[src/rtl/riscv_loader_pkg.sv]
// riscv_loader_pkg: shared types and frame constants for the imem program loader
package riscv_loader_pkg;
    localparam int DEF_MAX_WORDS = 256;
    localparam int DEF_CNT_W     = 16;
    localparam int HDR_BYTES     = 2;
    localparam int WORD_BYTES    = 4;
    localparam int CSUM_BYTES    = 1;
    typedef enum logic [2:0] {HDR_LO, HDR_HI, DATA, CSUM, DONE, ERROR} loader_state_t;
    function automatic logic hdr_ok(input logic [DEF_CNT_W-1:0] n, input logic [DEF_CNT_W-1:0] max_words);
        return n != '0 && n <= max_words;
    endfunction
endpackage

[src/rtl/imem_program_loader_if.sv]
// imem_program_loader_if: host byte stream in, imem write port out
interface imem_program_loader_if;
    logic        byte_valid;
    logic [7:0]  byte_data;
    logic        byte_ready;
    logic [31:0] Imem_write_instr;
    logic        Imem_write_en;
    logic [7:0]  imem_wr_addr;
    modport master (output byte_valid, byte_data, input byte_ready, Imem_write_instr, Imem_write_en, imem_wr_addr);
    modport slave  (input byte_valid, byte_data, output byte_ready, Imem_write_instr, Imem_write_en, imem_wr_addr);
endinterface

[src/rtl/loader_word_assembler.sv]
// loader_word_assembler: little-endian byte-to-word packing with running XOR checksum
module loader_word_assembler (
    input  logic        clk,
    input  logic        reset,
    input  logic        clear,
    input  logic        en,
    input  logic [7:0]  byte_data,
    output logic [31:0] word,
    output logic        word_done,
    output logic [7:0]  csum
);
    logic [1:0]  byte_idx;
    logic [31:0] word_q;
    always_ff @(posedge clk) begin
        if (!reset || clear) begin
            byte_idx <= '0;
            word_q   <= '0;
            csum     <= '0;
        end else if (en) begin
            byte_idx                         <= byte_idx + 2'd1;
            word_q[{byte_idx, 3'b000} +: 8]  <= byte_data;
            csum                             <= csum ^ byte_data;
        end
    end
    // The final byte is merged combinationally so the word is ready on its own handshake
    assign word      = {byte_data, word_q[23:0]};
    assign word_done = en && byte_idx == 2'd3;
endmodule

[src/rtl/imem_program_loader.sv]
// imem_program_loader: framed byte stream to sequential imem writes, releases the core on a good checksum
module imem_program_loader
    import riscv_loader_pkg::*;
#(
    parameter int MAX_WORDS = DEF_MAX_WORDS,
    parameter int CNT_W     = DEF_CNT_W
) (
    input  logic                  clk,
    input  logic                  reset,
    imem_program_loader_if.slave  bus,
    output logic [CNT_W-1:0]      words_loaded,
    output logic                  start,
    output logic                  load_error
);
    loader_state_t     state, state_nxt;
    logic              xfer, word_done, last_word;
    logic [7:0]        n_lo, csum;
    logic [31:0]       word;
    logic [CNT_W-1:0]  n, n_hdr;

    assign xfer      = bus.byte_valid && bus.byte_ready;
    assign n_hdr     = CNT_W'({bus.byte_data, n_lo});
    assign last_word = words_loaded == n - CNT_W'(1);

    loader_word_assembler u_asm (
        .clk       (clk),
        .reset     (reset),
        .clear     (state == HDR_HI && xfer),
        .en        (state == DATA && xfer),
        .byte_data (bus.byte_data),
        .word      (word),
        .word_done (word_done),
        .csum      (csum)
    );

    always_ff @(posedge clk) begin
        if (!reset) state <= HDR_LO;
        else        state <= state_nxt;
    end

    always_comb begin
        state_nxt = state;
        case (state)
            HDR_LO:  state_nxt = xfer ? HDR_HI : state;
            HDR_HI:  state_nxt = !xfer ? state : hdr_ok(n_hdr, CNT_W'(MAX_WORDS)) ? DATA : ERROR;
            DATA:    state_nxt = (word_done && last_word) ? CSUM : state;
            CSUM:    state_nxt = !xfer ? state : (bus.byte_data == csum) ? DONE : ERROR;
            default: state_nxt = state;
        endcase
    end

    // Ready is gated by reset so nothing is accepted while reset is held
    always_comb begin
        bus.byte_ready = reset && (state inside {HDR_LO, HDR_HI, DATA, CSUM});
        start          = state == DONE;
        load_error     = state == ERROR;
    end

    always_ff @(posedge clk) begin
        if (!reset) begin
            n_lo                 <= '0;
            n                    <= '0;
            bus.Imem_write_instr <= '0;
            bus.Imem_write_en    <= 1'b0;
            bus.imem_wr_addr     <= '0;
            words_loaded         <= '0;
        end else begin
            if (state == HDR_LO && xfer) n_lo <= bus.byte_data;
            if (state == HDR_HI && xfer) n <= n_hdr;
            bus.Imem_write_en <= word_done;
            if (word_done) begin
                bus.Imem_write_instr <= word;
                bus.imem_wr_addr     <= words_loaded[7:0];
            end
            if (bus.Imem_write_en) words_loaded <= words_loaded + CNT_W'(1);
        end
    end
endmodule

[src/flat_wrapper.sv]
// flat-port wrapper written by rule: the top's interface ports become plain ports
module imem_program_loader_flat import riscv_loader_pkg::*;
#(
    parameter int MAX_WORDS = DEF_MAX_WORDS,
    parameter int CNT_W     = DEF_CNT_W
)
  (clk, reset, words_loaded, start, load_error, bus_byte_valid, bus_byte_data, bus_byte_ready, bus_Imem_write_instr, bus_Imem_write_en, bus_imem_wr_addr);
  imem_program_loader_if bus_i ();
  input  logic clk;
  input  logic reset;
  output logic [CNT_W-1:0] words_loaded;
  output logic start;
  output logic load_error;
  input wire logic [$bits(bus_i.byte_valid)-1:0] bus_byte_valid;
  input wire logic [$bits(bus_i.byte_data)-1:0] bus_byte_data;
  output wire logic [$bits(bus_i.byte_ready)-1:0] bus_byte_ready;
  output wire logic [$bits(bus_i.Imem_write_instr)-1:0] bus_Imem_write_instr;
  output wire logic [$bits(bus_i.Imem_write_en)-1:0] bus_Imem_write_en;
  output wire logic [$bits(bus_i.imem_wr_addr)-1:0] bus_imem_wr_addr;
  assign bus_i.byte_valid = bus_byte_valid;
  assign bus_i.byte_data = bus_byte_data;
  assign bus_byte_ready = bus_i.byte_ready;
  assign bus_Imem_write_instr = bus_i.Imem_write_instr;
  assign bus_Imem_write_en = bus_i.Imem_write_en;
  assign bus_imem_wr_addr = bus_i.imem_wr_addr;
  imem_program_loader #(.MAX_WORDS(MAX_WORDS), .CNT_W(CNT_W)) u_core (.clk(clk), .reset(reset), .bus(bus_i), .words_loaded(words_loaded), .start(start), .load_error(load_error));
endmodule
[config.mk]
export PLATFORM = sky130hd
export DESIGN_NAME = imem_program_loader_flat
export DESIGN_NICKNAME = d
export VERILOG_FILES = /design/src/rtl/riscv_loader_pkg.sv /design/src/rtl/imem_program_loader_if.sv /design/src/rtl/loader_word_assembler.sv /design/src/rtl/imem_program_loader.sv /design/src/flat_wrapper.sv
export SDC_FILE = /design/constraint.sdc
export NUM_CORES = 1
export LEC_CHECK = 0
export CAP_MARGIN = 25
export CORE_ASPECT_RATIO = 0.6
export CORE_UTILIZATION = 55
export CTS_CLUSTER_SIZE = 25
export DETAILED_ROUTE_END_ITERATION = 8
export GPL_TIMING_DRIVEN = 1
export PLACE_DENSITY = 0.8
export REMOVE_ABC_BUFFERS = 1
export SYNTH_ARGS = -nofsm -noshare
export SYNTH_HDL_FRONTEND = slang
export SYNTH_SLANG_ARGS = --single-unit
[constraint.sdc]
create_clock -name clk -period 2.2 [get_ports clk]
set_input_delay 0.44 -clock clk [delete_from_list [all_inputs] [get_ports clk]]
set_output_delay 0.44 -clock clk [all_outputs]
set_load 0.03 [all_outputs]
Word level (Yosys, flattened, before mapping)
Index checks and enable logic that the tools add are counted.
{"block": "op_classes", "add_sub_neg": 4, "order_cmp": 1, "eq_ne": 12, "shifts": 2, "muxes": 8, "bitwise": 1, "reduce_logical": 14}
{"cell": "bitwise mux 32 bit", "n": 1}
{"cell": "variable shift 8 x 7 -> 32 bit (first input constant)", "n": 1}
{"cell": "variable part select 8 x 7 -> 32 bit", "n": 1}
{"cell": "adder 16 x 1 -> 16 bit (second input constant)", "n": 1}
{"cell": "equality test 16 bit", "n": 1}
{"cell": "<= comparator 16 x 9 -> 1 bit (second input constant)", "n": 1}
{"cell": "nonzero test 16 bit", "n": 1}
{"cell": "subtractor 16 x 1 -> 16 bit (second input constant)", "n": 1}
{"cell": "two-way mux 3 bit", "n": 5}
{"cell": "case mux 3 bit (4 select lines)", "n": 1}
{"cell": "equality test 8 bit", "n": 1}
{"cell": "logical AND 1 bit", "n": 8}
{"cell": "inequality test 2 x 1 -> 1 bit (second input constant)", "n": 4}
{"cell": "XOR 8 bit", "n": 1}
{"cell": "negator 5 -> 7 bit", "n": 1}
{"cell": "equality test 3 x 2 -> 1 bit (second input constant)", "n": 2}
{"cell": "equality test 3 bit (second input constant)", "n": 2}
{"cell": "AND reduction 5 bit", "n": 1}
{"cell": "nonzero test 4 bit", "n": 1}
{"cell": "equality test 3 x 1 -> 1 bit (second input constant)", "n": 1}
{"cell": "logical NOT 3 bit", "n": 1}
{"cell": "adder 2 x 1 -> 2 bit (second input constant)", "n": 1}
{"cell": "equality test 2 bit (second input constant)", "n": 1}
{"cell": "logical NOT 1 bit", "n": 1}
{"cell": "2 further kinds", "n": 2}
{"block": "totals", "register_bits": 126, "in_bits": 11, "output_inout_bits": 60, "word_cells": 52}

Logic depth before layout (Yosys ltp)
{"block": "logic_depth", "ltp_word": 9, "depth_mapped": 9, "mapped_depth_nobuf": 9}

By module
Synthesis repeated with hierarchy kept, for this count alone.
{"block": "hier_totals", "hier_cells": 572, "hier_area_um2": 5436.5}
{"module": "imem_program_loader", "n_inst": 1, "cells_per_inst": 426, "area_each_um2": 4035.1, "seq_area_each_um2": 1681.6}
{"module": "loader_word_assembler", "n_inst": 1, "cells_per_inst": 146, "area_each_um2": 1401.3, "seq_area_each_um2": 680.7}

Least setup slack after synthesis
Ideal clock, no wire load.
{"block": "synth_path", "kind": "input to register", "from": "input reset", "to": "register u_core.n[8]", "t_arrival_ns": 2.106, "slack_ns": 0.024, "cell_stages": 8, "path_cell_list": "nor2b_1 nand2_1 nor2_1 and2_1 clkbuf_1 clkbuf_1 nand2_1 a21boi_1"}
{"block": "synth_via", "elab_chain_len": 3}
{"element": "start: declaration", "line": "flat_wrapper.sv:10", "source": "input logic reset;"}
{"element": "logical AND 1 bit", "line": "imem_program_loader.sv:54", "source": "bus.byte_ready = reset && (state inside {HDR_LO, HDR_HI, DATA, CSUM});"}
{"element": "logical AND 1 bit", "line": "imem_program_loader.sv:21", "source": "assign xfer = bus.byte_valid && bus.byte_ready;"}
{"element": "logical AND 1 bit", "line": "imem_program_loader.sv:69", "source": "if (state == HDR_HI && xfer) n <= n_hdr;"}
{"element": "end signal: assignment", "line": "imem_program_loader.sv:69"}
{"element": "end: declaration", "line": "imem_program_loader.sv:19", "source": "logic [CNT_W-1:0] n, n_hdr;"}
Several ways; a longest one is shown, not always the timed one.
A chain may end at the register's enable or synchronous reset.

Final worst setup path
{"block": "layout_path", "from": "register u_core.words_loaded[2]", "to": "output words_loaded[2]"}
{"element": "start: declaration", "line": "imem_program_loader.sv:11", "source": "output logic [CNT_W-1:0] words_loaded,"}
{"element": "start signal: assignment", "line": "imem_program_loader.sv:75", "source": "if (bus.Imem_write_en) words_loaded <= words_loaded + CNT_W'(1);"}
{"element": "end: declaration", "line": "flat_wrapper.sv:11", "source": "output logic [CNT_W-1:0] words_loaded;"}
No word-level cell between the ends.

==> summary.txt <==
Clocking
  • Post-CTS Hold Fix Bufs: 0
  • Root Driver: clkbuf_16
  • CTS tree: built
  • TritonCTS Sinks: 118
  • Worst-path clk slew: 0.06 ns
  • Post-CTS setup buffers: 0
  • # H-tree levels: 4
  • Worst skew pair latency: 0.42 ns
  • Clk buf depth: 2
  • Num CTS Buffers: 17

Floorplan
  • Core area: 9290 µm²
  • Std-Cell Rows: 27
  • Die width: 129 µm
  • Die Height: 78.2 µm
  • IO Count: 71
  • Initial core utilization: 57.3%
  • Die Area: 10,100 µm²

STA
  • Shortest period the worst path allows: 2.12 ns
  • Normalized max-slew margin: 51.9%
  • Worst Max-Slew Pin Slew: 0.722 ns
  • Fin Clk Skew: 0.00800 ns
  • Final WS setup: 0.0824 ns
  • Final Slew Violations: 0
  • RSZ-0062 raised after global routing: false
  • Final setup viols: 0
  • Max Freq: 472 MHz
  • Tcrit/Tclk final: 96.3%
  • Final Hold Vio Count: 0
  • Setup_tns: 0 ns

Critical path
  • Top delay family on crit path: buffers and inverters
  • CP Launch Type: flip-flop
  • Critical path class: reg -> out
  • CP cell instances: clkdlybuf4s50_1
  • Critical path's largest stage delay: 0.74 ns
  • Arr. time, crit path: 1.68 ns
  • CP endpoint kind: primary output
  • Buf+Inv Stages, Crit Path: 1
  • CP max-delay cell: clkdlybuf4s50_1
  • CP required: 1.76 ns
  • Crit path max fanout: 9
  • Reg-to-Reg Start: u_core.n[0]$_SDFFE_PN0P_
  • CP Launch Point: u_core.words_loaded[2]$_SDFFE_PN0P_
  • Reg2Reg Setup Slack: 0.16 ns

Global route
  • First-pass GRT wire length: 22.5 mm
  • Number of global-route vias before repair: 4,365
  • All-Layer GR Usage: 29.5%
  • Most used routing layer: met2
  • Met3 Use GR: 6.48%
  • Largest net degree at the start of global routing: 85
  • Grt ovf: 0
  • Met2 Resource Use GR: 44.6%
  • Initial antenna violation count: 0
  • M1 GR Usage: 41.6%

Routing
  • Avg Vias per Cell: 5.51
  • # DRC: 0
  • Final WL: 14.1 mm
  • DR iter-0 viols: 436
  • DRT Pass-1 Iters: 5
  • Routed via count: 4,711
  • Mean routed wirelength per cell: 16.5 µm
  • Antenna Nets Post-Route: 0

Cells and area
  • FF/Latch Area: 2360 µm²
  • Multi-input logic area: 2790 µm²
  • NumNets Final: 730
  • Util after Layout: 74.0%
  • Design area: 6870 µm²
  • Layout cells sized above 1: 10.6%
  • # diodes: 0
  • Filler cell count: 665
  • Area grow syn2layout: 29.2%

Placement
  • DP HPWL: 9.46 mm
  • Port buffer count: 70
  • Dpl cell area: 6280 µm²
  • Routability-driven placement congestion ratio: 0.876
  • Post-Place Setup Slack: -0.0328 ns

Synth
  • Synth unique cells: 47
  • Synth Instances: 630
  • Sequential area share after synthesis: 44.4%
  • Total number of yosys warnings: 0
  • Synthesized flop and latch total: 118
  • Area share of the largest cell type after synthesis: 44.4%
  • Fraction of registers with async set/reset: 0%
  • Count of flip-flops with a built-in enable after synthesis: 0
  • Post-synth top area cell: dfxtp_1
  • Syn Area/Cell: 8.44 µm²
  • Post-synth top flop: dfxtp_1
  • Synth Cell Area: 5320 µm²
  • Ranking of synthesized cells by area: dfxtp_1, nand2_1, a21boi_0

Worst hold path
  • Worst hold path type: reg -> reg
  • Hold path start: u_core.u_asm.word_q[13]$_SDFFE_PP0P_

Pwr
  • VDD IR max: 0.590 mV
  • Lkg Pwr: 2.47 nW
  • P per Cell Area: 741 nW/µm²

Job
  • Number of max-cap violations: 0

Outcome
  • Status: completed
==> cells in the final DEF (no fill, tap or decap), types with 8 or more instances in the layout <==
| cell | netlist | layout |
|---|---|---|
| nand2_1 | 167 | 167 |
| dfxtp_1 | 118 | 117 |
| clkdlybuf4s50_1 | 0 | 66 |
| a21boi_0 | 44 | 44 |
| nand3_1 | 33 | 33 |
| buf_4 | 1 | 31 |
| xnor2_1 | 29 | 29 |
| a21oi_1 | 26 | 26 |
| nor2_1 | 22 | 22 |
| xor2_1 | 18 | 18 |
| mux2i_1 | 17 | 17 |
| clkbuf_16 | 0 | 17 |
| nor2b_1 | 16 | 16 |
| and2_1 | 16 | 16 |
| a21boi_1 | 16 | 16 |
| nor4_1 | 8 | 8 |
==> registers in the layout, indices dropped and copies added (netlist names), 2 cells and up <==
name                         count
u_core.bus.imem_wr_addr          8
u_core.words_loaded             16
u_core.n                        16
u_core.u_asm.word_q             24
u_core.state                     3
u_core.u_asm.byte_idx            2
u_core.n_lo                      8
u_core.bus.Imem_write_instr     32
u_core.u_asm.csum                8
==> layout make-up <==
cell class | count | share of cell area, %
Clock inverter | 12 | 1.89
Clock buffer | 20 | 6.50
Multi-Input combinational cell | 467 | 40.6
Inverter | 6 | 0.328
Sequential cell | 118 | 34.4
Tap cell | 130 | 2.37
Timing Repair Buffer | 102 | 14.0
==> cell usage after synthesis (2+ instances only) <==
master / instances
a21boi_0: 44
a21boi_1: 16
a21oi_1: 26
and2_1: 16
and3_1: 6
clkbuf_1: 37
dfxtp_1: 118
ha_1: 7
inv_1: 5
mux2i_1: 17
nand2_1: 167
nand2b_1: 2
nand3_1: 33
nand4_1: 3
nor2_1: 22
nor2b_1: 16
nor3_1: 3
nor3b_1: 4
nor4_1: 8
o21ai_0: 5
o22ai_1: 2
or3_1: 3
xnor2_1: 29
xor2_1: 18
==> cells by family (layout without fill, tap and decap cells) <==
logic type | Yosys count | after routing | share of synthesized area [%]
DFF | 118 | 118 | 44.4
xor gates and xnor gates | 47 | 47 | 7.74
AOI/OAI and AO/OA | 101 | 101 | 12.8
buffers and inverters | 45 | 140 | 3.43
adders and majority gates | 7 | 7 | 1.65
and+or+nand+nor | 294 | 294 | 26.5
muxes | 18 | 18 | 3.41
==> where the power goes <==
group          internal, mW  switching, mW
registers              2.15         0.0182
clock network          1.69          0.990
logic                 0.109          0.135
total                  3.95           1.14
==> final timing paths <==
check,end,cells past startpoint
hold / removal,u_core.u_asm.word_q[13]$_SDFFE_PP0P_,2
setup reg to reg,u_core.state[0]$_SDFFE_PN0P_,10
setup / recovery,words_loaded[2],1
hold reg to reg,u_core.u_asm.word_q[13]$_SDFFE_PP0P_,2
==> routing by layer <==
layer	wire (µm)	up-vias
met4	209	0
met5	0	-
met3	810	26
li1	-	2266
met1	6970	2247
met2	6080	172
==> metrics by stage <==
stage / hold WS [ns] / std cells / total power, mW
4_1_cts: 0.454 / 855 / 5.11
6_report: 0.453 / 855 / 5.09
3_3_place_gp: 0.442 / 823 / 2.45
2_1_floorplan: 0.432 / 591 / 2.32
5_1_grt: 0.477 / 855 / 5.23
3_5_place_dp: 0.446 / 823 / 2.45
==> what timing repair did <==
item | 4_1_cts | 5_1_grt
pin swaps | 0 | 1
gates resized for setup | 2 | 3
cloned | 0 | 0
setup endpoints to repair | 2 | 4
No activity file was read; power rests on OpenSTA's default activity.
